[src/rtl/seg7_scan_driver.sv]
// -----------------------------------------------------------------------------
// seg7_scan_driver
//
// Drives a 4-digit common-anode 7-segment display from a 16-bit bus of four
// hex nibbles. data_in[15:12] is the leftmost digit (digit 3) and
// data_in[3:0] is the rightmost digit (digit 0). One digit is lit at a time,
// and the digits are scanned in the order 0 -> 1 -> 2 -> 3.
//
// The bus is snapshotted once per scan frame, at the end of the digit 3 slot.
// Because of this, a change on the bus in the middle of a frame never tears
// the image: it only becomes visible in the next frame.
//
// Every digit slot begins with BLANK_CYC cycles during which all anodes are
// off. This removes ghosting, and it means that two anodes are never active
// at the same time.
//
// Parameters
//   SCAN_DIV   : clk cycles per digit slot (>= 4)
//   BLANK_CYC  : dark cycles at the start of each slot (< SCAN_DIV)
//
// Optional feature (compile-time macro)
//   LEADING_ZERO_BLANK_EN : when defined, digits 3..1 are blanked if their
//     nibble is zero, all higher nibbles are zero, and their own decimal
//     point is off. Digit 0 is never blanked.
//
// Ports
//   clk        in   1   system clock
//   clr        in   1   asynchronous active-high reset
//   data_in    in  16   four hex nibbles, nibble k -> digit k
//   dp_in      in   4   decimal point per digit, active-high
//   an         out  4   digit anodes, active-low, at most one low
//   seg        out  7   segments {g,f,e,d,c,b,a}, active-low
//   dp         out  1   decimal point, active-low
//   frame_done out  1   one-cycle pulse when the snapshot reloads
// -----------------------------------------------------------------------------
module seg7_scan_driver #(
    parameter int unsigned SCAN_DIV  = 50000,
    parameter int unsigned BLANK_CYC = 4
) (
    input  logic        clk,
    input  logic        clr,
    input  logic [15:0] data_in,
    input  logic [3:0]  dp_in,
    output logic [3:0]  an,
    output logic [6:0]  seg,
    output logic        dp,
    output logic        frame_done
);

    localparam int unsigned     CNT_W     = (SCAN_DIV > 1) ? $clog2(SCAN_DIV) : 1;
    localparam logic [CNT_W-1:0] CNT_LAST  = CNT_W'(SCAN_DIV - 1);
    localparam logic [CNT_W-1:0] CNT_BLANK = CNT_W'(BLANK_CYC);

    // Digit slot being scanned; the encoding equals the digit index.
    typedef enum logic [1:0] {
        DIG0 = 2'd0,
        DIG1 = 2'd1,
        DIG2 = 2'd2,
        DIG3 = 2'd3
    } digit_t;

    // -------------------------------------------------------------------------
    // Hex to active-low segment decoder, bit order {g,f,e,d,c,b,a}
    // -------------------------------------------------------------------------
    function automatic logic [6:0] hex_to_seg(input logic [3:0] nib);
        logic [6:0] s;
        unique case (nib)
            4'h0:    s = 7'h40;
            4'h1:    s = 7'h79;
            4'h2:    s = 7'h24;
            4'h3:    s = 7'h30;
            4'h4:    s = 7'h19;
            4'h5:    s = 7'h12;
            4'h6:    s = 7'h02;
            4'h7:    s = 7'h78;
            4'h8:    s = 7'h00;
            4'h9:    s = 7'h10;
            4'hA:    s = 7'h08;
            4'hB:    s = 7'h03;
            4'hC:    s = 7'h46;
            4'hD:    s = 7'h21;
            4'hE:    s = 7'h06;
            4'hF:    s = 7'h0E;
            default: s = 7'h7F;
        endcase
        return s;
    endfunction

    // -------------------------------------------------------------------------
    // State and wires
    // -------------------------------------------------------------------------
    logic [CNT_W-1:0] r_cnt;
    digit_t           r_digit;
    digit_t           w_digit_next;
    logic             w_tick;
    logic             w_frame_end;

    logic [15:0]      r_shadow;
    logic [3:0]       r_shadow_dp;

    logic [1:0]       w_idx;
    logic [3:0]       w_nib;
    logic             w_dp_bit;
    logic [3:0]       w_lz_mask;

    logic [3:0]       w_an_next;
    logic [6:0]       w_seg_next;
    logic             w_dp_next;

    logic [3:0]       r_an;
    logic [6:0]       r_seg;
    logic             r_dp;
    logic             r_frame_done;

    assign w_tick      = (r_cnt == CNT_LAST);
    assign w_frame_end = w_tick && (r_digit == DIG3);

    // -------------------------------------------------------------------------
    // Slot counter: free-running from 0 to SCAN_DIV-1
    // -------------------------------------------------------------------------
    always_ff @(posedge clk or posedge clr) begin
        if (clr) begin
            r_cnt <= '0;
        end else if (w_tick) begin
            r_cnt <= '0;
        end else begin
            r_cnt <= r_cnt + 1'b1;
        end
    end

    // -------------------------------------------------------------------------
    // Digit FSM: state register
    // -------------------------------------------------------------------------
    always_ff @(posedge clk or posedge clr) begin
        if (clr) begin
            r_digit <= DIG0;
        end else begin
            r_digit <= w_digit_next;
        end
    end

    // -------------------------------------------------------------------------
    // Digit FSM: next-state logic; the state advances only on a slot tick
    // -------------------------------------------------------------------------
    always_comb begin
        w_digit_next = r_digit;
        if (w_tick) begin
            unique case (r_digit)
                DIG0:    w_digit_next = DIG1;
                DIG1:    w_digit_next = DIG2;
                DIG2:    w_digit_next = DIG3;
                DIG3:    w_digit_next = DIG0;
                default: w_digit_next = DIG0;
            endcase
        end
    end

    // -------------------------------------------------------------------------
    // Frame snapshot. The bus is sampled only at the end of the digit 3 slot.
    // -------------------------------------------------------------------------
    always_ff @(posedge clk or posedge clr) begin
        if (clr) begin
            r_shadow     <= '0;
            r_shadow_dp  <= '0;
            r_frame_done <= 1'b0;
        end else begin
            r_frame_done <= w_frame_end;
            if (w_frame_end) begin
                r_shadow    <= data_in;
                r_shadow_dp <= dp_in;
            end
        end
    end

    // -------------------------------------------------------------------------
    // Per-digit leading-zero blanking mask, computed from the snapshot.
    // Because it uses the snapshot, blanking changes only at a frame boundary.
    // -------------------------------------------------------------------------
`ifdef LEADING_ZERO_BLANK_EN
    always_comb begin
        w_lz_mask    = '0;
        w_lz_mask[3] = (r_shadow[15:12] == 4'h0) && !r_shadow_dp[3];
        w_lz_mask[2] = (r_shadow[15:8]  == 8'h0) && !r_shadow_dp[2];
        w_lz_mask[1] = (r_shadow[15:4]  == 12'h0) && !r_shadow_dp[1];
    end
`else
    assign w_lz_mask = '0;
`endif

    // -------------------------------------------------------------------------
    // Next pin values from the current (cnt, digit). They are registered
    // below, which gives one cycle of latency from (cnt, digit) to the pins.
    // -------------------------------------------------------------------------
    assign w_idx    = r_digit;
    assign w_nib    = r_shadow[{w_idx, 2'b00} +: 4];
    assign w_dp_bit = r_shadow_dp[w_idx];

    always_comb begin
        w_an_next  = '1;
        w_seg_next = '1;
        w_dp_next  = 1'b1;
        // The blank window at the head of every slot ensures that one anode
        // is released before the next anode is driven.
        if (r_cnt >= CNT_BLANK) begin
            w_an_next = ~(4'b0001 << w_idx);
            if (!w_lz_mask[w_idx]) begin
                w_seg_next = hex_to_seg(w_nib);
                w_dp_next  = ~w_dp_bit;
            end
        end
    end

    always_ff @(posedge clk or posedge clr) begin
        if (clr) begin
            r_an  <= '1;
            r_seg <= '1;
            r_dp  <= 1'b1;
        end else begin
            r_an  <= w_an_next;
            r_seg <= w_seg_next;
            r_dp  <= w_dp_next;
        end
    end

    assign an         = r_an;
    assign seg        = r_seg;
    assign dp         = r_dp;
    assign frame_done = r_frame_done;

endmodule
[config.mk]
export PLATFORM = sky130hd
export DESIGN_NAME = seg7_scan_driver
export DESIGN_NICKNAME = d
export VERILOG_FILES = /design/src/rtl/seg7_scan_driver.sv
export SDC_FILE = /design/constraint.sdc
export NUM_CORES = 1
export LEC_CHECK = 0
export BUFFER_PORTS_ARGS = -buffer_cell sky130_fd_sc_hd__buf_2
export CORE_ASPECT_RATIO = 0.7
export CORE_UTILIZATION = 55
export DETAILED_ROUTE_END_ITERATION = 8
export PLACE_DENSITY = 0.84
export SLEW_MARGIN = 25
export SYNTH_ARGS = -nofsm -noshare
export SYNTH_HDL_FRONTEND = slang
export SYNTH_SLANG_ARGS = --single-unit
[constraint.sdc]
create_clock -name clk -period 3.15 [get_ports clk]
set_input_delay 0.315 -clock clk [delete_from_list [all_inputs] [get_ports clk]]
set_output_delay 0.315 -clock clk [all_outputs]
set_load 0.01 [all_outputs]
==> metrics.yaml <==
worst_setup_path:
  reg2reg_slack_ns: 1.0
  cpLargestDelayFamily: "simple AND/OR/NAND/NOR gates"
  path_buf_inv: 0
  required_ns: 3.34
  crit_chain: "or4_4 -> nor4_4 -> and2_1 -> mux2_2"
  critical-path-slowest-cell: "or4_4"
  worstSetupStartpointType: "flip-flop"
  cp-end-kind: "flip-flop"
  crit_fanout: 11
  crit_arrival_ns: 2.35
  max_stage_delay_ns: 0.54
  critPathKind: "flip-flop to flip-flop"
route:
  wl_mm: 4.30
  viasPerCell: 5.36
  dr.first_iter.drc_count: 120
  drc_errors: 0
  dr.pass1.iters: 4
  num_vias: 1554
  wl_per_cell_um: 14.8
  ant_nets: 0
floorplan:
  start_util: 0.580
  rows: 20
  die_area_um2: 4900
  io_pins: 35
  coreArea_um2: 4380
  die_x_um: 83.2
  die_y_um: 58.8
pwr:
  internal_power_uw: 992
  pwr-share-clk: 0.372
  leakage_nw: 1.38
  p_seq_frac: 0.552
  p_per_area_nw_per_um2: 438
  p_comb_frac: 0.075
  p_switching_uw: 261
  switching_share: 0.209
  vdd_drop_max_mv: 0.316
global_route:
  grt_use_total: 0.193
  grt_max_degree: 52
  grt_pass1_wl_mm: 7.12
  antenna_found_initial: 0
  grt_pass1_vias: 1444
  grt-ovfl-total: 0
sta:
  tightest_slew_ns: 0.816
  maxSlewViolCount: 0
  fin_crit_ns: 2.15
  slew_headroom: 0.455
  setup_viol: 0
  hold_violations: 0
  fin_crit_sh: 0.684
  finalClockSkew_ns: 0.00853
  max_freq_mhz: 464
  grt_setup_unrepaired: "false"
  finalSetupTns_ns: 0
clock_network:
  clk_path_buf_depth: 2
  clock_latency_ns: 0.30
  clkSinkCount: 51
  ctsResizeCount: 0
  post_cts_buffers: 0
  cts_tree: "yes"
  htree_levels: 2
  holdBufCountCts: 0
  cts_buffers: 5
  clk_pin_slew_ns: 0.09
  root_buffer: "clkbuf_8"
layout:
  finalNonFillerCells: 290
  nNetsFinal: 269
  layout-drive-gt1-share: 0.379
  diodes: 0
  area_growth_pct: 12.8
  fillers: 331
logic_synthesis:
  netlist_area_um2: 2540
  synth_cell_type_count: 35
  syn_inst: 199
  synth_fp_nets: 234
  ys_seq_area_frac: 0.509
  synth_warnings: 0
  ys_seq_elements: 51
  syn_area_per_cell_um2: 12.8
run_status:
  status: "completed"
placed_design:
  dp_hpwl_mm: 3.20
  dpl.cell_count: 282
  place_congestion: 0.856
  portBuffers: 34
job:
  maxCapViolations: 0
min_path:
  hold_class: "input port to async pin"
cell usage in the layout (no fill, tap or decap), types with 2 or more instances in the layout:
master    Yosys  layout
nor3_1        5       5
nor4_1        3       3
nand4_1       3       3
buf_2         3      34
xnor2_1       8       8
or4_4         2       2
clkbuf_8      0       6
mux2_4       20      20
a211oi_1      2       2
nand2_1      13      13
o221ai_1      5       5
nand3_2       2       2
nand3_1       6       6
mux4_2        5       5
nor2b_1       3       3
o21ai_0       2       2
dfstp_2      12      12
dfrtp_1      39      39
inv_1        13      12
nor2_1       13      13
xor2_1        6       6
a21oi_1       5       5
ha_1         13      13
mux2_2        2       2
routing by layer:
metal | GRT usage | vias to the layer above | part of all wire
met3 | 0.0449 | 4 | 0.041
met5 | 0 | - | 0
met4 | 0.0591 | 0 | 0.011
li1 | - | 757 | -
met2 | 0.265 | 38 | 0.42
met1 | 0.302 | 755 | 0.52
worst paths after layout:
check,startpoint,end,cells past startpoint
hold / removal,clr,r_cnt[5],2
max in group asynchronous,clr,r_shadow[4],2
min in group clk,data_in[10],r_shadow[10],2
hold reg to reg,r_cnt[10],r_cnt[10],1
setup reg to reg,r_cnt[7],r_digit[1],4
setup / recovery,r_cnt[7],r_digit[1],4
Yosys cell counts:
library cell	count	area, um^2
and4_1	1	8.76
nand3_2	2	20.0
dfrtp_1	39	976
mux2i_1	1	10.0
ha_1	13	163
nor4_1	3	18.8
nand2b_1	1	6.26
xor2_1	6	52.6
o21ai_0	2	10.0
o211ai_1	1	7.51
nor2b_1	3	18.8
nand2_1	13	48.8
nor3_1	5	25.0
mux2_2	2	22.5
mux2_4	20	300
nand4_1	3	18.8
and2_1	1	6.26
or4_4	2	22.5
xnor2_1	8	70.1
or2_2	1	6.26
clkbuf_1	2	7.51
nor2_1	13	48.8
or3b_1	1	8.76
a21oi_1	5	25.0
o221ai_1	5	43.8
inv_1	13	48.8
nand3_1	6	30.0
a211oi_1	2	15.0
or2_1	1	6.26
buf_6	2	22.5
buf_2	3	15.0
nor4_4	1	21.3
dfstp_2	12	315
or3_1	1	6.26
mux4_2	5	113
sequential cells by signal (all words and copies together) (netlist names):
name,count
an,4
dp,1
frame_done,1
r_cnt,16
r_digit,2
r_shadow,16
r_shadow_dp,4
seg,7
stage by stage:
step	setup slack [ns]	utilization	cell area [um^2]	hold slack (ns)	power, mW
2_1_floorplan	1.20	-	2540	0.463	0.765
3_3_place_gp	1.07	0.626	2740	0.480	0.797
3_5_place_dp	1.03	0.626	2740	0.495	0.800
4_1_cts	1.01	0.653	2860	0.229	1.27
5_1_grt	0.835	0.654	2860	0.213	1.31
6_report	0.997	0.654	2860	0.145	1.25
cells by family after synthesis:
kind of cell	count (synthesis)	synth area share
mux	28	0.175
flops	51	0.509
xor+xnor	14	0.0483
compound gates	15	0.0399
fa+ha+maj	13	0.0641
buf+inv	20	0.0370
simple gates	58	0.127
final cells by class:
cell class	instances	area (um^2)	area share
Sequential cell	51	1290	0.451
Multi-Input combinational cell	128	1150	0.403
Timing Repair Buffer	35	178	0.0621
Clock buffer	6	82.6	0.0288
Tap cell	55	68.8	0.0240
Inverter	13	50.0	0.0175
Clock inverter	2	38.8	0.0135
power by group through the flow:
stage	combinational (mW)	sequential [mW]	clock, mW
final	0.0945	0.692	0.467
after floorplan	0.0583	0.707	0
after global placement	0.0931	0.704	0
after global routing	0.104	0.695	0.514
after CTS	0.0957	0.692	0.481
after detailed placement	0.0954	0.705	0
Note: power is estimated with default switching activity, not from simulation.
